===== src/rtl/alu_pipe_if.sv =====
// Operand/result handshake bundle for alu_pipe.
// The producer drives the master side and the ALU sits on the slave side.
interface alu_pipe_if #(
  parameter int WIDTH = 8
);
  logic             in_valid;
  logic             in_ready;
  logic [WIDTH-1:0] a;
  logic [WIDTH-1:0] b;
  logic [3:0]       op;
  logic             out_valid;
  logic             out_ready;
  logic [WIDTH-1:0] result;
  logic [WIDTH-1:0] result_hi;
  logic             carry;
  logic             zero;
  logic             overflow;
  logic             div_zero;
  logic             illegal;

  modport master (
    output in_valid, a, b, op, out_ready,
    input  in_ready, out_valid, result, result_hi,
    input  carry, zero, overflow, div_zero, illegal
  );

  modport slave (
    input  in_valid, a, b, op, out_ready,
    output in_ready, out_valid, result, result_hi,
    output carry, zero, overflow, div_zero, illegal
  );
endinterface


===== src/rtl/alu_pipe.sv =====
// Handshaked ALU: single-cycle add/sub/mul/logic ops plus an iterative
// restoring divider (WIDTH steps) returning quotient and remainder.
module alu_pipe #(
  parameter int          WIDTH       = 8,
  parameter int unsigned ILLEGAL_VAL = 'hAC
) (
  input  logic       clock,
  input  logic       reset,
  alu_pipe_if.slave  bus,
  output logic [1:0] dbg_state
);
  localparam int               CW      = $clog2(WIDTH);
  localparam int               MSB     = WIDTH - 1;
  localparam logic [WIDTH-1:0] ILL_RES = WIDTH'(ILLEGAL_VAL);

  localparam logic [3:0] OP_ADD = 4'd0;
  localparam logic [3:0] OP_SUB = 4'd1;
  localparam logic [3:0] OP_MUL = 4'd2;
  localparam logic [3:0] OP_DIV = 4'd3;
  localparam logic [3:0] OP_AND = 4'd4;
  localparam logic [3:0] OP_OR  = 4'd5;
  localparam logic [3:0] OP_XOR = 4'd6;

  typedef enum logic [1:0] {ST_IDLE = 2'd0, ST_DIV = 2'd1, ST_HOLD = 2'd2} state_t;

  state_t state, state_n;

  logic [WIDTH-1:0] res_q, hi_q;
  logic             carry_q, zero_q, ovf_q, dz_q, ill_q;
  logic [WIDTH-1:0] quo_q, rem_q, dsr_q;
  logic [CW-1:0]    cnt_q;

  // Handshake: a transfer happens on a cycle where valid and ready are both
  // high at the rising edge; valid never waits on ready, ready may follow valid.
  logic accept, div_start;
  assign bus.in_ready  = (state == ST_IDLE) || ((state == ST_HOLD) && bus.out_ready);
  assign bus.out_valid = (state == ST_HOLD);
  assign accept        = bus.in_valid && bus.in_ready;
  assign div_start     = accept && (bus.op == OP_DIV) && (bus.b != '0);

  logic [WIDTH:0]     sum, dif;
  logic [2*WIDTH-1:0] prod;
  logic [WIDTH-1:0]   c_res, c_hi;
  logic               c_carry, c_ovf, c_dz, c_ill;

  always_comb begin
    sum     = {1'b0, bus.a} + {1'b0, bus.b};
    dif     = {1'b0, bus.a} - {1'b0, bus.b};
    prod    = {{WIDTH{1'b0}}, bus.a} * {{WIDTH{1'b0}}, bus.b};
    c_res   = '0;
    c_hi    = '0;
    c_carry = 1'b0;
    c_ovf   = 1'b0;
    c_dz    = 1'b0;
    c_ill   = 1'b0;
    case (bus.op)
      OP_ADD: begin
        c_res   = sum[WIDTH-1:0];
        c_carry = sum[WIDTH];
        c_ovf   = (bus.a[MSB] == bus.b[MSB]) && (sum[MSB] != bus.a[MSB]);
      end
      OP_SUB: begin
        c_res   = dif[WIDTH-1:0];
        c_carry = dif[WIDTH];
        c_ovf   = (bus.a[MSB] != bus.b[MSB]) && (dif[MSB] != bus.a[MSB]);
      end
      OP_MUL: begin
        c_res = prod[WIDTH-1:0];
        c_hi  = prod[2*WIDTH-1:WIDTH];
        c_ovf = |prod[2*WIDTH-1:WIDTH];
      end
      // Only the b == 0 case is resolved here; b != 0 goes through the divider.
      OP_DIV: begin
        c_res = '1;
        c_hi  = bus.a;
        c_dz  = 1'b1;
      end
      OP_AND: c_res = bus.a & bus.b;
      OP_OR:  c_res = bus.a | bus.b;
      OP_XOR: c_res = bus.a ^ bus.b;
      default: begin
        c_res = ILL_RES;
        c_ill = 1'b1;
      end
    endcase
  end

  // One restoring step: shift in the next dividend bit, keep the trial
  // subtraction only when it does not go negative.
  logic [WIDTH:0]   rem_sh, trial;
  logic             q_bit;
  logic [WIDTH-1:0] rem_nx, quo_nx;

  always_comb begin
    rem_sh = {rem_q, quo_q[MSB]};
    trial  = rem_sh - {1'b0, dsr_q};
    q_bit  = ~trial[WIDTH];
    rem_nx = q_bit ? trial[WIDTH-1:0] : rem_sh[WIDTH-1:0];
    quo_nx = {quo_q[WIDTH-2:0], q_bit};
  end

  always_ff @(posedge clock) begin
    if (reset) state <= ST_IDLE;
    else       state <= state_n;
  end

  always_comb begin
    state_n = state;
    case (state)
      ST_IDLE: if (accept) state_n = div_start ? ST_DIV : ST_HOLD;
      ST_DIV:  if (cnt_q == '0) state_n = ST_HOLD;
      ST_HOLD: begin
        if (accept)             state_n = div_start ? ST_DIV : ST_HOLD;
        else if (bus.out_ready) state_n = ST_IDLE;
      end
      default: state_n = ST_IDLE;
    endcase
  end

  always_ff @(posedge clock) begin
    if (reset) begin
      res_q   <= '0;
      hi_q    <= '0;
      carry_q <= 1'b0;
      zero_q  <= 1'b0;
      ovf_q   <= 1'b0;
      dz_q    <= 1'b0;
      ill_q   <= 1'b0;
      quo_q   <= '0;
      rem_q   <= '0;
      dsr_q   <= '0;
      cnt_q   <= '0;
    end else if (accept) begin
      if (div_start) begin
        quo_q <= bus.a;
        rem_q <= '0;
        dsr_q <= bus.b;
        cnt_q <= CW'(WIDTH - 1);
      end else begin
        res_q   <= c_res;
        hi_q    <= c_hi;
        carry_q <= c_carry;
        zero_q  <= (c_res == '0);
        ovf_q   <= c_ovf;
        dz_q    <= c_dz;
        ill_q   <= c_ill;
      end
    end else if (state == ST_DIV) begin
      quo_q <= quo_nx;
      rem_q <= rem_nx;
      cnt_q <= cnt_q - 1'b1;
      if (cnt_q == '0) begin
        res_q   <= quo_nx;
        hi_q    <= rem_nx;
        carry_q <= 1'b0;
        zero_q  <= (quo_nx == '0);
        ovf_q   <= 1'b0;
        dz_q    <= 1'b0;
        ill_q   <= 1'b0;
      end
    end
  end

  assign bus.result    = res_q;
  assign bus.result_hi = hi_q;
  assign bus.carry     = carry_q;
  assign bus.zero      = zero_q;
  assign bus.overflow  = ovf_q;
  assign bus.div_zero  = dz_q;
  assign bus.illegal   = ill_q;
  assign dbg_state     = state;
endmodule


===== src/flat_wrapper.sv =====
// flat-port wrapper written by rule: the top's interface ports become plain ports
module alu_pipe_flat 
#(
  parameter int          WIDTH       = 8,
  parameter int unsigned ILLEGAL_VAL = 'hAC
)
  (clock, reset, dbg_state, bus_in_valid, bus_a, bus_b, bus_op, bus_out_ready, bus_in_ready, bus_out_valid, bus_result, bus_result_hi, bus_carry, bus_zero, bus_overflow, bus_div_zero, bus_illegal);
  alu_pipe_if #(.WIDTH(WIDTH)) bus_i ();
  input  logic clock;
  input  logic reset;
  output logic [1:0] dbg_state;
  input wire logic [$bits(bus_i.in_valid)-1:0] bus_in_valid;
  input wire logic [$bits(bus_i.a)-1:0] bus_a;
  input wire logic [$bits(bus_i.b)-1:0] bus_b;
  input wire logic [$bits(bus_i.op)-1:0] bus_op;
  input wire logic [$bits(bus_i.out_ready)-1:0] bus_out_ready;
  output wire logic [$bits(bus_i.in_ready)-1:0] bus_in_ready;
  output wire logic [$bits(bus_i.out_valid)-1:0] bus_out_valid;
  output wire logic [$bits(bus_i.result)-1:0] bus_result;
  output wire logic [$bits(bus_i.result_hi)-1:0] bus_result_hi;
  output wire logic [$bits(bus_i.carry)-1:0] bus_carry;
  output wire logic [$bits(bus_i.zero)-1:0] bus_zero;
  output wire logic [$bits(bus_i.overflow)-1:0] bus_overflow;
  output wire logic [$bits(bus_i.div_zero)-1:0] bus_div_zero;
  output wire logic [$bits(bus_i.illegal)-1:0] bus_illegal;
  assign bus_i.in_valid = bus_in_valid;
  assign bus_i.a = bus_a;
  assign bus_i.b = bus_b;
  assign bus_i.op = bus_op;
  assign bus_i.out_ready = bus_out_ready;
  assign bus_in_ready = bus_i.in_ready;
  assign bus_out_valid = bus_i.out_valid;
  assign bus_result = bus_i.result;
  assign bus_result_hi = bus_i.result_hi;
  assign bus_carry = bus_i.carry;
  assign bus_zero = bus_i.zero;
  assign bus_overflow = bus_i.overflow;
  assign bus_div_zero = bus_i.div_zero;
  assign bus_illegal = bus_i.illegal;
  alu_pipe #(.WIDTH(WIDTH), .ILLEGAL_VAL(ILLEGAL_VAL)) u_core (.clock(clock), .reset(reset), .bus(bus_i), .dbg_state(dbg_state));
endmodule

===== config.mk =====
export PLATFORM = sky130hd
export DESIGN_NAME = alu_pipe_flat
export DESIGN_NICKNAME = d
export VERILOG_FILES = /design/src/rtl/alu_pipe_if.sv /design/src/rtl/alu_pipe.sv /design/src/flat_wrapper.sv
export SDC_FILE = /design/constraint.sdc
export NUM_CORES = 1
export LEC_CHECK = 0
export BUFFER_PORTS_ARGS = -buffer_cell sky130_fd_sc_hd__clkbuf_2
export CAP_MARGIN = 0
export CORE_MARGIN = 4
export CORE_UTILIZATION = 60
export CTS_CLUSTER_SIZE = 20
export DETAILED_ROUTE_END_ITERATION = 7
export MAX_ROUTING_LAYER = met4
export PLACE_DENSITY = 0.91
export SYNTH_ARGS = -nofsm -noshare
export SYNTH_HDL_FRONTEND = slang
export SYNTH_SLANG_ARGS = --single-unit

===== constraint.sdc =====
create_clock -name clock -period 7.3 [get_ports clock]
set_input_delay 1.46 -clock clock [delete_from_list [all_inputs] [get_ports clock]]
set_output_delay 1.46 -clock clock [all_outputs]
set_load 0.005 [all_outputs]

; ---- Word level (Yosys, flattened, before mapping)
; Cells that the tools add are included.
[classes]
addsub = 4
muxes = 44
n_reduce_logical = 21
bitwise_logic = 4
n_mul = 1
eq_ne = 17
[op_table]
columns = operator, n
row1 = $mux 8, 15
row2 = $pmux 8 s7, 1
row3 = $logic_not 8->1, 2
row4 = $mul 8x8->16, 1
row5 = $mux 1, 16
row6 = $pmux 8 s2, 1
row7 = $eq 4x3->1 const B, 3
row8 = $mux 2, 5
row9 = $add 8x8->9, 1
row10 = $mux 3, 3
row11 = $sub 8x8->9, 1
row12 = $sub 9x8->9, 1
row13 = $and 8x8->8, 1
row14 = $eq 4x2->1 const B, 2
row15 = $or 8x8->8, 1
row16 = $reduce_bool 8->1, 1
row17 = $reduce_or 8->1, 1
row18 = $xor 8x8->8, 1
row19 = $reduce_or 7->1, 1
row20 = $logic_and 1x1->1, 6
row21 = $pmux 2 s3, 1
row22 = $reduce_and 3->1, 2
row23 = $eq 4x1->1 const B, 1
row24 = $logic_not 4->1, 1
row25 = 16 further kinds, 22
[word_totals]
input_bits = 24
register_bits = 50
word_cells = 103

; ---- Logic depth before layout (Yosys ltp)
; Gate-level depths: netlist of the first run.
[depth]
depth_word = 9
ltp_mapped = 19
ltp_nobuf = 18

; ---- Least setup slack after synthesis of the first run
; Ideal clock, no wire load.
[synth_timing]
kind = input to register
from = input bus_b[4]
to = register u_core.hi_q[4], in the netlist u_core.bus.result_hi[4]
n_path_buf = 0
setup_time_ps = 136
required_ps = 7164
t_arrival_ps = 5515
stages = 15
slack_ps = 1650
cell_sequence = inv_1 -> nor2_1 -> fa_1 -> fa_1 -> inv_1 -> fa_1 -> fa_1 -> inv_1 -> ha_1 -> a21o_1 -> a221o_1 -> a2111oi_0 -> nor3b_1 -> a221oi_1 -> a211oi_1
[synth_between]
elab_chain_cells = 4
elab_cells_between_ends = 8
classes_between = mul (1) / eq/ne (1) / mux (3) / reduce/logical (3)
[synth_lines]
columns = element, line_no
row1 = start: declaration, flat_wrapper.sv:14  ; input wire logic [$bits(bus_i.b)-1:0] bus_b;
row2 = $mul 8x8->16 or $reduce_bool 8->1 (tied branches), "alu_pipe.sv:49, alu_pipe.sv:39"
row3 = $pmux 8 s2 or $logic_and 1x1->1 (tied branches), "alu_pipe.sv:56, alu_pipe.sv:39"
row4 = $mux 8 or $ne 2x2->1 (tied branches), --
row5 = $mux 8 or $reduce_and 3->1 (tied branches), --
row6 = end signal: assignment, alu_pipe.sv:141  ; hi_q <= c_hi;
row7 = end signal: assignment, alu_pipe.sv:154  ; hi_q <= rem_nx;
row8 = end: declaration, alu_pipe.sv:28  ; logic [WIDTH-1:0] res_q, hi_q;
; Parallel ways exist; a longest one is shown, timed or not. The select of a mux whose other input is x is not followed.
; A chain may end at the register's enable or synchronous reset.

; ---- Worst setup path in the final report of the first run
[layout_timing]
from = input bus_a[1]
to = register u_core.hi_q[4], in the netlist u_core.bus.result_hi[4]
[layout_between]
elab_chain_cells = 4
[layout_lines]
columns = element, line_no
row1 = start: declaration, flat_wrapper.sv:13  ; input wire logic [$bits(bus_i.a)-1:0] bus_a;
row2 = $mul 8x8->16, alu_pipe.sv:49  ; prod = {{WIDTH{1'b0}}, bus.a} * {{WIDTH{1'b0}}, bus.b};
row3 = $pmux 8 s2, alu_pipe.sv:56  ; case (bus.op)
row4 = $mux 8, alu_pipe.sv:134  ; if (div_start) begin
row5 = $mux 8, alu_pipe.sv:133  ; end else if (accept) begin
; No other way between the ends. The select of a mux whose other input is x is not followed.

==> results summary, run 1 <==
The critical path is of the in2reg type. The number of flip-flops and latches in the synthesized netlist is 50. The post-route clock skew came out at around 0.0093 ns. In this run the critical register-to-register path is captured at u_core.bus.result_hi[5]$_SDFFE_PP0P_. The maximum ir drop on the vdd rail came out at 0.1491 mV. In the synthesized netlist the async set-or-reset flop fraction comes to 0%. The number of setup buffers added after CTS is 0. The total negative slack for setup checks is 0 ns. The area taken by multi-input logic gates is 4536 µm². The most critical setup path has its endpoint at u_core.bus.result_hi[4]$_SDFFE_PP0P_. The first global-routing pass estimated roughly 26000 µm of wire. After the first detailed-routing iteration, the DRC count stood at ~540. The largest net degree at the start of global routing is 53. Setup repair after global routing left no endpoint under its margin. The width of the die is 108.7 µm. The transition at the pin with the smallest max-transition slack came out at 1.055 ns. The final max-slew violation count came out at 0. In this run the tool buffered the top-level ports with 48 buffer cells. The number of CTS-inserted buffers came out at 5. The fill cell total of the finished layout came out at 860.

After floorplanning, the core was divided into 36 placement rows. The maximum buffer depth of the clock tree came out at 2. The worst-case register-to-register setup slack is 4.28 ns. The number of cells produced by synthesis came out at 766. The total overflow left after global routing is 0. The I/O pin count is 49. Along the worst path, the maximum fanout reaches 8. In this run the vertical extent of the chip is 108.7 µm.

The launching instance or port of the critical path is bus_a[1]. The antenna cell count came out at 0. The signed area change from the synthesized netlist to the final layout came out at 4.896%. The die covers 11810 µm². Cells with a size suffix above 1 make up 10.05% of the layout. The commonest register cell after synthesis is sky130_fd_sc_hd__dfxtp_1.

The startpoint identified for the worst register-to-register timing path is u_core.quo_q[7]$_SDFFE_PP0P_. The worst setup path is captured at a flop. Final hold analysis gives a worst-case slack of approximately 0.46 ns. The worst register-to-register path has a depth of 11. After detailed routing, the number of remaining DRC violations is 0.

Once the floorplan was initialized, standard cells occupied 61.94% of the core. The number of global-route vias before repair is 5246. The clock period minus worst slack came out at 6.000 ns. The area of all sequential standard cells is 1001 µm². The final number of hold-violating endpoints came to 0. The combined global-route utilization of all metal layers is 28.65%.

TritonCTS built the clock tree. The min-delay analysis places its worst path in the category reg2reg. The fraction of the cycle the final worst path needs came out at 82.19%.

The reported leakage power is a little under 0.003 µW. Data arrives at the worst endpoint at 6.15 ns. The total setup violations reported at the end of the flow is 0. Dividing the detail-routed wire length by the instance count gives 17.52 µm. The number of optimization iterations in the first detailed-route pass is 6. The total number of vias came out at 5677. The netlist area before placement is ~6100 µm². The net count of the finished layout is 918. Sequential cells were found to cover between 10% and 20% of the synthesized design area. The worst pin sits at a relative slew slack of 29.64%. The data required time of the critical path came out at 7.45 ns. The upper clock frequency limit is 166.7 MHz. The yosys synthesis warning count came out at 0. The H-tree depth reported by CTS came out at 2. The insertion delay of the later-clocked pin in the worst-skew pair came out at 0.31 ns.

The number of flops mapped to enable cells by yosys came out at 0. The clock net sink count is 50. The number of nets handed over by synthesis was ~900.

The hold-fix buffer count after cts came out at 0. The number of routed nets with antenna violations came out at 0. The run finished with clean final reports. The worst setup path is launched from an input port. The total half-perimeter wirelength after legalization and detailed placement is 12670 µm. The reported max-cap violation count is 0. The power density over the cells is 192.5 nW/µm². Dividing the synthesized area by the synthesized cell count gives between 7 and 8 µm². The number of distinct library cell variants in the gate-level netlist after synthesis is 77.

The cell sitting at the root of the clock tree is a sky130_fd_sc_hd__clkbuf_8. The core region is approximately 9800 µm². The average vias per placed instance came out at 6.177. Summed over all layers, the routed wires come to around 16000 µm. The initial antenna violation count was 0. After clock tree synthesis, the clock-pin slew on the worst setup and hold paths is around 0.10 ns. The congestion estimate from routability-driven global placement came to 0.9838. The number of gates resized after cts is 0.
[metal layers]
| metal | track usage, % | up-vias | part of all wire, % |
|---|---|---|---|
| met1 | 39.46 | 2631 | 43 |
| met4 | 11.72 | 0 | 4.0 |
| met5 | - | - | 0 |
| met2 | 41.09 | 308 | 44 |
| li1 | - | 2680 | - |
| met3 | 5.861 | 58 | 9.5 |
[cell usage after synthesis, types with 3 or more instances]
cell | number | share of area [%]
sky130_fd_sc_hd__buf_4 | 4 | 0.49
sky130_fd_sc_hd__nand3_1 | 15 | 1.2
sky130_fd_sc_hd__nor3_1 | 14 | 1.2
sky130_fd_sc_hd__a32oi_1 | 3 | 0.43
sky130_fd_sc_hd__mux2i_1 | 9 | 1.5
sky130_fd_sc_hd__a211o_1 | 3 | 0.43
sky130_fd_sc_hd__dfxtp_1 | 50 | 16
sky130_fd_sc_hd__a22oi_1 | 4 | 0.49
sky130_fd_sc_hd__a21o_1 | 10 | 1.2
sky130_fd_sc_hd__nor2b_1 | 10 | 1.0
sky130_fd_sc_hd__a211oi_2 | 3 | 0.62
sky130_fd_sc_hd__or3_1 | 3 | 0.31
sky130_fd_sc_hd__buf_1 | 3 | 0.19
sky130_fd_sc_hd__nand3b_1 | 10 | 1.2
sky130_fd_sc_hd__and3_1 | 4 | 0.41
sky130_fd_sc_hd__o21a_1 | 5 | 0.62
sky130_fd_sc_hd__and2_1 | 6 | 0.62
sky130_fd_sc_hd__xor2_1 | 5 | 0.72
sky130_fd_sc_hd__a221oi_1 | 10 | 1.4
sky130_fd_sc_hd__nand4_1 | 5 | 0.51
sky130_fd_sc_hd__o21ai_0 | 22 | 1.8
sky130_fd_sc_hd__o21bai_1 | 4 | 0.49
sky130_fd_sc_hd__o2111ai_1 | 3 | 0.43
sky130_fd_sc_hd__clkbuf_1 | 17 | 1.0
sky130_fd_sc_hd__nand2_1 | 58 | 3.6
sky130_fd_sc_hd__a2111oi_0 | 3 | 0.43
sky130_fd_sc_hd__clkinv_1 | 5 | 0.31
sky130_fd_sc_hd__o31ai_1 | 5 | 0.62
sky130_fd_sc_hd__a211oi_1 | 16 | 2.0
sky130_fd_sc_hd__inv_1 | 82 | 5.1
sky130_fd_sc_hd__nor4_1 | 5 | 0.51
sky130_fd_sc_hd__buf_2 | 7 | 0.58
sky130_fd_sc_hd__fa_1 | 39 | 13
sky130_fd_sc_hd__xnor2_1 | 17 | 2.4
sky130_fd_sc_hd__a21oi_1 | 45 | 3.7
sky130_fd_sc_hd__nand2b_1 | 7 | 0.72
sky130_fd_sc_hd__a221o_1 | 4 | 0.66
sky130_fd_sc_hd__nor2_1 | 116 | 7.2
sky130_fd_sc_hd__o21ai_1 | 4 | 0.33
sky130_fd_sc_hd__mux2_2 | 5 | 0.93
sky130_fd_sc_hd__ha_1 | 70 | 14
sky130_fd_sc_hd__buf_6 | 7 | 1.3
sky130_fd_sc_hd__o211ai_1 | 4 | 0.49
sky130_fd_sc_hd__nor3b_1 | 6 | 0.74
[state kept, by name, summed over array words and instances, names as in the netlist]
signal,count
u_core.bus.carry,1
u_core.bus.div_zero,1
u_core.bus.illegal,1
u_core.bus.overflow,1
u_core.bus.result,8
u_core.bus.result_hi,8
u_core.bus.zero,1
u_core.cnt_q,3
u_core.dbg_state,2
u_core.dsr_q,8
u_core.quo_q,8
u_core.rem_q,8
[power by group]
group / switching, µW / internal (µW)
registers: 6.92 / 283
logic: 464 / 299
clock network: 98.4 / 76.5
total: 569 / 659
[cell type report]
cell class | count | share of cell area [%]
Sequential cell | 50 | 15.69
Inverter | 87 | 5.119
Multi-Input combinational cell | 591 | 71.09
Timing Repair Buffer | 50 | 4.001
Clock buffer | 6 | 1.294
Clock inverter | 2 | 0.1961
Tap cell | 133 | 2.608
[stage by stage]
stage | worst slack, ns | cells | area, µm² | total power (µW) | utilization (%)
5_1_grt | 1.049 | 919 | 6380 | 1331 | 64.97
3_5_place_dp | 0.9520 | 911 | 6285 | 1049 | 64.00
4_1_cts | 1.276 | 919 | 6380 | 1219 | 64.97
2_1_floorplan | 1.650 | 766 | 6082 | 868.2 | -
6_report | 1.300 | 919 | 6380 | 1228 | 64.97
3_3_place_gp | 1.039 | 911 | 6285 | 1034 | 64.00
[how the worst min path moves through the flow]
stage,depth (start not counted),endpoint,startpoint,slack (ns)
2_1_floorplan,2,u_core.dsr_q[1]$_SDFFE_PP0P_,u_core.dsr_q[1]$_SDFFE_PP0P_,0.44
3_3_place_gp,2,u_core.bus.result[3]$_SDFFE_PP0P_,u_core.bus.result[3]$_SDFFE_PP0P_,0.44
3_5_place_dp,2,u_core.dsr_q[4]$_SDFFE_PP0P_,u_core.dsr_q[4]$_SDFFE_PP0P_,0.45
4_1_cts,2,u_core.dsr_q[4]$_SDFFE_PP0P_,u_core.dsr_q[4]$_SDFFE_PP0P_,0.46
5_1_grt,2,u_core.bus.result[7]$_SDFFE_PP0P_,u_core.bus.result[7]$_SDFFE_PP0P_,0.48
6_report,2,u_core.bus.result[7]$_SDFFE_PP0P_,u_core.bus.result[7]$_SDFFE_PP0P_,0.46
[worst max-delay path, stage by stage]
cell	delay (ns)
sky130_fd_sc_hd__clkbuf_2	0.27
sky130_fd_sc_hd__nand2_1	0.13
sky130_fd_sc_hd__fa_1	0.52
sky130_fd_sc_hd__fa_1	0.55
sky130_fd_sc_hd__inv_1	0.06
sky130_fd_sc_hd__fa_1	0.56
sky130_fd_sc_hd__inv_1	0.07
sky130_fd_sc_hd__fa_1	0.54
sky130_fd_sc_hd__inv_1	0.04
sky130_fd_sc_hd__ha_1	0.37
sky130_fd_sc_hd__and3_1	0.19
sky130_fd_sc_hd__a221o_1	0.35
sky130_fd_sc_hd__a2111oi_0	0.43
sky130_fd_sc_hd__nor3b_1	0.15
sky130_fd_sc_hd__a221oi_1	0.33
sky130_fd_sc_hd__a211oi_1	0.11
[logic make-up (layout without fill, tap and decap cells)]
kind of cell / Yosys count / in the layout / synth area share (%)
xor gates and xnor gates: 23 / 23 / 3.436
DFF: 50 / 50 / 16.46
adders and majority gates: 109 / 109 / 27.24
muxes: 15 / 15 / 2.592
buffers and inverters: 125 / 145 / 8.969
and+or+nand+nor: 270 / 270 / 20.82
AOI/OAI and AO/OA: 174 / 174 / 20.49
[cell usage in the layout, fill, tap and decap left out, drive strengths merged, types with 6 or more instances in the layout]
master  synthesis  layout
ha             70      70
fa             39      39
clkbuf         17      54
nand2          58      58
a221oi         10      10
nor2          116     116
nand3          15      15
clkinv          5       6
a21o           10      10
a211oi         19      19
a21oi          46      46
o21ai          27      27
nand3b         10      10
dfxtp          50      50
nand2b          7       7
inv            82      82
and2            7       7
mux2i           9       9
mux2            6       6
xnor2          18      18
nor3           15      15
nor2b          10      10
nor3b           6       6
Power figures use the tool's default switching activity.
==> run 2: changes to the inputs <==
- ABC_AREA: unset -> 1
- clock period: 7.3 -> 5.7 ns (I/O delays scaled with it)
==> run 2 against run 1 <==
Compared with the run above: worst setup slack got worse by 0.76 ns; final cell count increased by 20%; synthesized area grew 1.9%; flip-flop and latch count is the same; critical endpoint is now u_core.bus.overflow$_SDFFE_PP0P_; largest cell class unchanged.
==> results summary, run 2 <==
The endpoint identified for the worst register-to-register timing path is u_core.quo_q[0]$_SDFFE_PP0P_. The capture point of the worst path is u_core.bus.overflow$_SDFFE_PP0P_. In this run, post-CTS hold repair placed 0 buffers. The net count of the finished layout is 1103. The final number of hold-violating endpoints is 0. The number of routed nets with antenna violations is 0. In this run, synthesis produced a sequential element count of 50. The reported max-cap violation count is 0. Counting flops with a built-in enable in the synthesized netlist gives 0. The number of cells produced by synthesis came out at between 900 and 1000. Leaving out fill and tap cells, the most frequent cells in the layout are sky130_fd_sc_hd__nand2_1 (251), sky130_fd_sc_hd__inv_1 (189), sky130_fd_sc_hd__ha_1 (70). Ranked by instance count, the synthesized netlist is headed by sky130_fd_sc_hd__nand2_1 (251), sky130_fd_sc_hd__inv_1 (189), sky130_fd_sc_hd__ha_1 (70), sky130_fd_sc_hd__a21oi_1 (60), sky130_fd_sc_hd__nor2_1 (60).

The part of the total power dissipated in combinational logic is between 60% and 70%. Once the clock tree was built, the setup fixing pass inserted 0 buffers. The average vias per placed instance is 5.547. The class of the tightest hold or removal check is reg2reg. The die covers 12010 µm². The maximum fanout along the worst path came out at 11. The clock tree synthesis step divided the H-tree into 2 levels. The clock period minus worst slack is approximately 5.2 ns. The placeable core region is approximately 10000 µm². The floorplan step set the die width to 109.6 µm. Summing all non-filler instances in the final layout gives an area of 6560 µm². The fraction of layout instances using a drive strength above 1 came out at 8.754%. The maximum ir drop on the vdd rail came out at between 0.15 and 0.2 mV. The launch instance of the worst register-to-register path is u_core.dbg_state[1]$_SDFFE_PP0P_. The post-synthesis net count came out at about 1100. For this run, the slowest stage of the critical path takes 0.57 ns. The worst setup path is launched from an input port. The slowest stage of the critical path belongs to the cell sky130_fd_sc_hd__fa_1. The start-to-end type of the worst setup path is in2reg. The number of gates resized after cts is 0. The fraction of the cycle the final worst path needs is between 90% and 100%.

The sequential cell area fraction in the yosys report is 16.16%. The data required time of the critical path came out at 5.88 ns. Row generation in the floorplan step produced 36 rows. The starting density of the core is between 60% and 70%. In this run, flip-flops and latches consume 24.1% of the power.

A synthesized cell averages 6.541 µm². STA classifies the critical path endpoint as a flop. The power density over the cells is 239.6 nW/µm². The signed area change from the synthesized netlist to the final layout came out at 5.898%. Setup violations remaining at the end of the flow were counted as 0. The overall overflow remaining after global route came out at 0. In this run the worst setup path begins at bus_a[4]. The clock root buffer is sky130_fd_sc_hd__clkbuf_8. The die is around 110 µm tall. The library cell used most frequently in the layout, excluding fill and tap cells, is sky130_fd_sc_hd__nand2_1. For this block, the initial DRC count from the detailed router was 529. The routed wire length is 17230 µm. The share of Yosys cell area claimed by the top area cell type is 16.16%. The routability-driven placement congestion ratio came out at about 1.0.

The number of optimization iterations in the first detailed-route pass is 6. The post-route clock skew is about 0.0060 ns. In the synthesized netlist the async set-or-reset flop fraction comes to 0%.

The maximum buffer depth of the clock tree is 2. The initial antenna violation count came out at 0. The worst-case register-to-register setup slack came out at 2.95 ns. The detailed-route DRC error count came out at 0. The internal power of the cells is 831.3 µW.

For the pin with the worst max-slew slack, the measured transition is just over 0.9 ns. The switching share of power is 47.11%. Among all flip-flop cells after synthesis, the most frequent one is sky130_fd_sc_hd__dfxtp_1. The flow ran to the end, and the final reports show no timing, DRC or antenna violations. The clock tree from TritonCTS is yes. After detailed routing, the average wire length per cell comes to 15.61 µm.

The final max-slew violation count is 0. The critical path crosses 23 cells after its start point. The worst register-to-register path has a depth of 10.

Broken down by cell family, the worst path's largest delay share belongs to adder cells. For the worst-skew pair, the clock arrives at the later sink with an insertion delay of 0.31 ns. The dominant cell type by count on the critical path is sky130_fd_sc_hd__nand2_1.

Together, buffers and inverters on the worst path number 4. The antenna cell count came out at 0. The part of the power in the clock network is 15.9%. The upper clock frequency limit is 193.7 MHz. The number of global-route vias before repair came out at about 5900. Among all cell types in the netlist, the one instantiated most often is sky130_fd_sc_hd__nand2_1. The largest net degree at the start of global routing came out at 30. The number of port buffers came out at 48.

The clock net sink count is 50. The total negative slack for setup checks came out at 0 ns. The netlist area before placement is 6195 µm².

The biggest area consumer among synthesized cells is sky130_fd_sc_hd__dfxtp_1. The I/O pin count is approximately 50. Measured against its own limit, the worst slew margin works out to 39.17%.

The first global-routing pass estimated 28640 µm of wire. Setup repair after global routing left no endpoint under its margin. In the final layout, the multi-input gates occupy 4274 µm². After synthesis, the cell types taking the most area are sky130_fd_sc_hd__dfxtp_1 (16%), sky130_fd_sc_hd__nand2_1 (15%), sky130_fd_sc_hd__ha_1 (14%). The number of distinct library cell variants in the gate-level netlist after synthesis came out at 42. In this run the cell area measured after placement is roughly 6500 µm².

The worst path arrival time is 5.34 ns. The area of all sequential standard cells came out at ~1000 µm². Detailed placement finished with a half-perimeter wire length of between 10000 and 15000 µm. The reported leakage power is roughly 0.0037 µW. Traced cell by cell, the critical path runs through clkbuf_2 -> ha_1 -> fa_1 -> fa_1 -> fa_1 -> inv_1 -> fa_1 -> inv_1 -> ha_1 -> nand2_1 -> inv_1 -> nand2_1 -> nand2_1 -> nand2_1 -> nand3_1 -> nand2_1 -> nand2_1 -> nor2_1 -> nand3_1 -> nand2_1 -> nand2_1 -> nand2_1 -> a21oi_1. Clock-pin slew was measured on the worst setup and hold paths at 0.09 ns.

For this run, the number of Yosys warnings is 0. The total number of vias is approximately 6100. The number of CTS-inserted buffers is 5. Counting the fill cells in the layout gives around 900.

The power spent charging and discharging nets is 740.5 µW. Global routing consumed, over all layers together, 31.32% of the routing resources.
run 2: cell count changes in the layout (fill, tap and decap cells not counted), moves of 13 or more:
cell and delta:
sky130_fd_sc_hd__a211oi_1 -16, sky130_fd_sc_hd__a21oi_1 +15, sky130_fd_sc_hd__inv_1 +107, sky130_fd_sc_hd__nand2_1 +193, sky130_fd_sc_hd__nand3_1 +30, sky130_fd_sc_hd__nor2_1 -56, sky130_fd_sc_hd__o21ai_0 +19, sky130_fd_sc_hd__o21ai_1 +13
sky130_fd_sc_hd__xnor2_1 -14
run 2: cell families (layout without fill, tap and decap cells):
kind of cell | Yosys count | in the layout | synth area share [%]
flops | 50 | 50 | 16.16
compound gates | 160 | 160 | 14.78
simple gates | 387 | 387 | 26.34
buf+inv | 233 | 257 | 14.85
fa+ha+maj | 109 | 109 | 26.74
xor+xnor | 8 | 8 | 1.131
run 2: power by group through the flow:
stage          combinational [µW]  clock (µW)  sequential [µW]
2_1_floorplan                 714           0              386
3_3_place_gp                  909           0              386
3_5_place_dp                  929           0              387
4_1_cts                       935         252              379
5_1_grt                      1100         264              381
6_report                      943         250              379
run 2: worst min path at each step:
| stage | from | end | slack [ns] | cells past startpoint |
|---|---|---|---|---|
| 3_3_place_gp | u_core.dsr_q[5]$_SDFFE_PP0P_ | u_core.dsr_q[5]$_SDFFE_PP0P_ | 0.45 | 2 |
| 5_1_grt | u_core.dsr_q[5]$_SDFFE_PP0P_ | u_core.dsr_q[5]$_SDFFE_PP0P_ | 0.49 | 2 |
| 2_1_floorplan | u_core.dsr_q[2]$_SDFFE_PP0P_ | u_core.dsr_q[2]$_SDFFE_PP0P_ | 0.44 | 2 |
| 6_report | u_core.bus.div_zero$_SDFFE_PP0P_ | u_core.bus.div_zero$_SDFFE_PP0P_ | 0.47 | 2 |
| 4_1_cts | u_core.dsr_q[5]$_SDFFE_PP0P_ | u_core.dsr_q[5]$_SDFFE_PP0P_ | 0.47 | 2 |
| 3_5_place_dp | u_core.dsr_q[5]$_SDFFE_PP0P_ | u_core.dsr_q[5]$_SDFFE_PP0P_ | 0.46 | 2 |
run 2: layout make-up:
cell class	instances	share of cell area [%]
Clock buffer	5	1.049
Clock inverter	3	0.6103
Inverter	197	11.27
Multi-Input combinational cell	664	65.15
Sequential cell	50	15.26
Tap cell	133	2.537
Timing Repair Buffer	52	4.120
run 2: metal layers:
| metal | vias up | part of all wire (%) | routed length [µm] | GRT usage [%] |
|---|---|---|---|---|
| met5 | - | 0 | 0 | - |
| met4 | 0 | 5.9 | 1015 | 15.94 |
| met3 | 71 | 7.6 | 1302 | 4.169 |
| met2 | 267 | 45 | 7693 | 48.91 |
| met1 | 2772 | 42 | 7223 | 39.81 |
| li1 | 3014 | - | - | - |
run 2: metrics by stage:
stage               power, µW  hold slack (ns)  cells  worst slack [ns]  util, %
floorplan                1101           0.4353    947            0.6976        -
global placement         1295           0.4497   1096            0.2998    65.10
detailed placement       1316           0.4561   1096            0.2588    65.10
CTS                      1565           0.4674   1104            0.5930    66.20
global route             1744           0.4915   1104            0.2910    66.20
finish                   1572           0.4716   1104            0.5367    66.20
run 2: worst register-to-register path, stage by stage (launching register included):
cell,delay (ns)
sky130_fd_sc_hd__dfxtp_1,0.38
sky130_fd_sc_hd__inv_2,0.05
sky130_fd_sc_hd__nor2_1,0.17
sky130_fd_sc_hd__nor2_2,0.07
sky130_fd_sc_hd__nand2_2,0.46
sky130_fd_sc_hd__nor2_8,0.10
sky130_fd_sc_hd__nand2_4,0.22
sky130_fd_sc_hd__nand2_1,0.57
sky130_fd_sc_hd__inv_2,0.43
sky130_fd_sc_hd__nand2_1,0.10
sky130_fd_sc_hd__a21oi_1,0.14
==> run 3: changes to the inputs <==
- CORE_ASPECT_RATIO: unset -> 1.4
==> run 3 against run 2 <==
Compared with the run above: die area increased by 0.19%; critical path depth decreased by 3; global-route usage decreased by 0.62 points; flip-flop and latch count unchanged; worst setup slack improved by 0.065 ns; clock power increased by 18%; critical endpoint unchanged; non-clock buffer count decreased by 1.
==> results summary, run 3 (same netlist as run 2, synthesis figures left out) <==
The flow ran to the end, and the final reports show no timing, DRC or antenna violations. At the end of routability-driven placement, the weighted congestion stood at 1.035. The insertion delay of the later-clocked pin in the worst-skew pair came out at roughly 0.29 ns. The worst setup path is captured at a flop. The number of cells after detailed placement is about 1100. For the pin with the worst max-slew slack, the measured transition is ~0.96 ns. The per-cell routed wire length came out at between 15 and 20 µm. In this run the clock root is driven by a sky130_fd_sc_hd__clkbuf_16. The leading cell type in the layout, fill and taps excluded is sky130_fd_sc_hd__nand2_1. In the routed layout, each cell is associated on average with a via count of 5.539.

Along the worst path, the maximum fanout reaches 11. The number of global-route vias before repair is 5923. Relative to the synthesized area, the layout overhead comes to 6.423%. Setup repair after global routing left no endpoint under its margin.

Once detailed placement completed, the half-perimeter wirelength came to 14010 µm. The hold-fix buffer count after cts is 0. The net count of the finished layout is 1102. The width of the die came out at between 90 and 100 µm. The highest metal layer carrying signal wires in the routed design is met4. The power density over the cells came out at 247.4 nW/µm².

The placeable core region came out at 10010 µm². The upper clock frequency limit came out at 196.1 MHz. The detailed router finished its first iteration with 488 violations. In the layout the commonest cells are sky130_fd_sc_hd__nand2_1 (251), sky130_fd_sc_hd__inv_1 (189), sky130_fd_sc_hd__ha_1 (70). The clock tree from TritonCTS is yes. The worst path uses 89.45% of the clock period.

The number of gates resized after cts is 0. IR analysis of the VDD net gives a maximum drop of 0.1938 mV. The H-tree depth reported by CTS came out at 2. The number of optimization iterations in the first detailed-route pass came out at 5.

The clock period minus worst slack came out at 5.098 ns. STA classifies the critical path startpoint as an input port. The post-route clock skew is 0.005509 ns. Clock-pin slew was measured on the worst setup and hold paths at 0.07 ns. The detailed-route wire length on metal 1 came out at between 6000 and 7000 µm. The overall overflow remaining after global route is 0.

The final design area excluding fillers is 6593 µm². The setup slack of the critical path after layout came out at 0.6015 ns. For this run, design rule violations remaining after detail routing come to 0. The detailed router placed 6121 vias in this run. The maximum buffer depth of the clock tree came out at 2. The reported max-cap violation count came out at 0.

The antenna cell count is 0. The number of setup buffers added after CTS came out at 0. The final number of hold-violating endpoints is 0. The min-delay analysis places its worst path in the category reg2reg. The met3 layer wire length in the routed design is 1086 µm.

Global routing consumed, over all layers together, a little under a third of the routing resources. The initial antenna violation count is 0. The clock net sink count is 50.

Prior to clock tree synthesis, the placed netlist has a worst setup slack of 0.3015 ns. The number of standard-cell rows in the floorplan came out at 43. Once placement finished, the instance area stood at 6446 µm². The final max-slew violation count is 0. The post-route netlist has 8.660% of its cells at a drive strength greater than 1. The fill cell total of the finished layout is slightly above 900.

The number of port buffers came out at 48. The total negative slack for setup checks came out at 0 ns. The largest net degree at the start of global routing is 30. By startpoint and endpoint, the worst setup path is classified as in2reg. The first global-routing pass estimated 28460 µm of wire. The reported leakage power is 0.003729 µW. The starting density of the core came out at 61.90%.

Hold is met by roughly 0.48 ns. Setup violations remaining at the end of the flow were counted as 0. The I/O pin count came out at 49. At the worst endpoint, the arrival time is between 5 and 6 ns.

Buffers inserted during clock tree synthesis total 5. The routed design has 17420 µm of wire. Detailed routing placed a total of 8675 µm of wire on met2.

The total die area is 12040 µm². The final cell count without fillers is between 1000 and 1500. The height of the die is 128.2 µm. STA puts the critical path data required time at 5.86 ns. The tightest slew margin relative to the limit came out at 35.55%. The number of routed nets with antenna violations came out at 0.
-- run 3: changes by cell type in the layout (fill, tap and decap cells not counted), sizes merged --
cell,before,now
bufinv,1,0
clkinvlp,0,1
buf,4,3
-- run 3: path summary, 6_finish.rpt --
check	from	slack (ns)	cells after the start	endpoint
worst max-delay path	bus_b[4]	0.60	20	u_core.bus.overflow$_SDFFE_PP0P_
worst min-delay path	u_core.bus.carry$_SDFFE_PP0P_	0.48	2	u_core.bus.carry$_SDFFE_PP0P_
worst max register to register	u_core.dbg_state[1]$_SDFFE_PP0P_	2.93	10	u_core.rem_q[5]$_SDFFE_PP0P_
worst min register to register	u_core.bus.carry$_SDFFE_PP0P_	0.48	2	u_core.bus.carry$_SDFFE_PP0P_
-- run 3: power by group --
group          leakage, µW  internal, µW  switching, µW
sequential        0.000408           368           11.0
combinational      0.00325           337            620
clock            0.0000698           163            132
total              0.00373           868            763
-- run 3: routing by layer --
layer	vias to the layer above	track usage, %
li1	3002	-
met2	255	52.07
met4	0	16.16
met1	2799	35.76
met5	-	-
met3	65	2.642
-- run 3: critical path, stage by stage --
cell and delay, ns:
sky130_fd_sc_hd__clkbuf_2 0.20, sky130_fd_sc_hd__ha_1 0.33, sky130_fd_sc_hd__fa_1 0.58, sky130_fd_sc_hd__fa_1 0.45
sky130_fd_sc_hd__fa_1 0.54, sky130_fd_sc_hd__inv_1 0.05, sky130_fd_sc_hd__fa_1 0.53, sky130_fd_sc_hd__inv_1 0.04
sky130_fd_sc_hd__ha_1 0.36, sky130_fd_sc_hd__nand2_1 0.11, sky130_fd_sc_hd__nor2_1 0.15, sky130_fd_sc_hd__nand3_1 0.12
sky130_fd_sc_hd__nand4_1 0.11, sky130_fd_sc_hd__nand2_1 0.10, sky130_fd_sc_hd__nor2_1 0.11, sky130_fd_sc_hd__nand3_1 0.08
sky130_fd_sc_hd__nand2_1 0.06, sky130_fd_sc_hd__nand2_1 0.05, sky130_fd_sc_hd__nand2_1 0.06, sky130_fd_sc_hd__a21oi_1 0.07
-- run 3: cell type report --
type                            instances  area [µm²]  area share [%]
Multi-Input combinational cell        664        4274           64.83
Sequential cell                        50        1001           15.18
Tap cell                              135       168.9           2.562
Inverter                              197       739.5           11.22
Clock buffer                            5       125.1           1.898
Clock inverter                          3       21.27          0.3226
Timing Repair Buffer                   51       262.8           3.986
-- run 3: metrics by stage --
| stage | total power (µW) | utilization, % |
|---|---|---|
| 2_1_floorplan | 1101 | - |
| 3_3_place_gp | 1310 | 64.42 |
| 3_5_place_dp | 1337 | 64.42 |
| 4_1_cts | 1633 | 65.88 |
| 5_1_grt | 1794 | 65.88 |
| 6_report | 1631 | 65.88 |
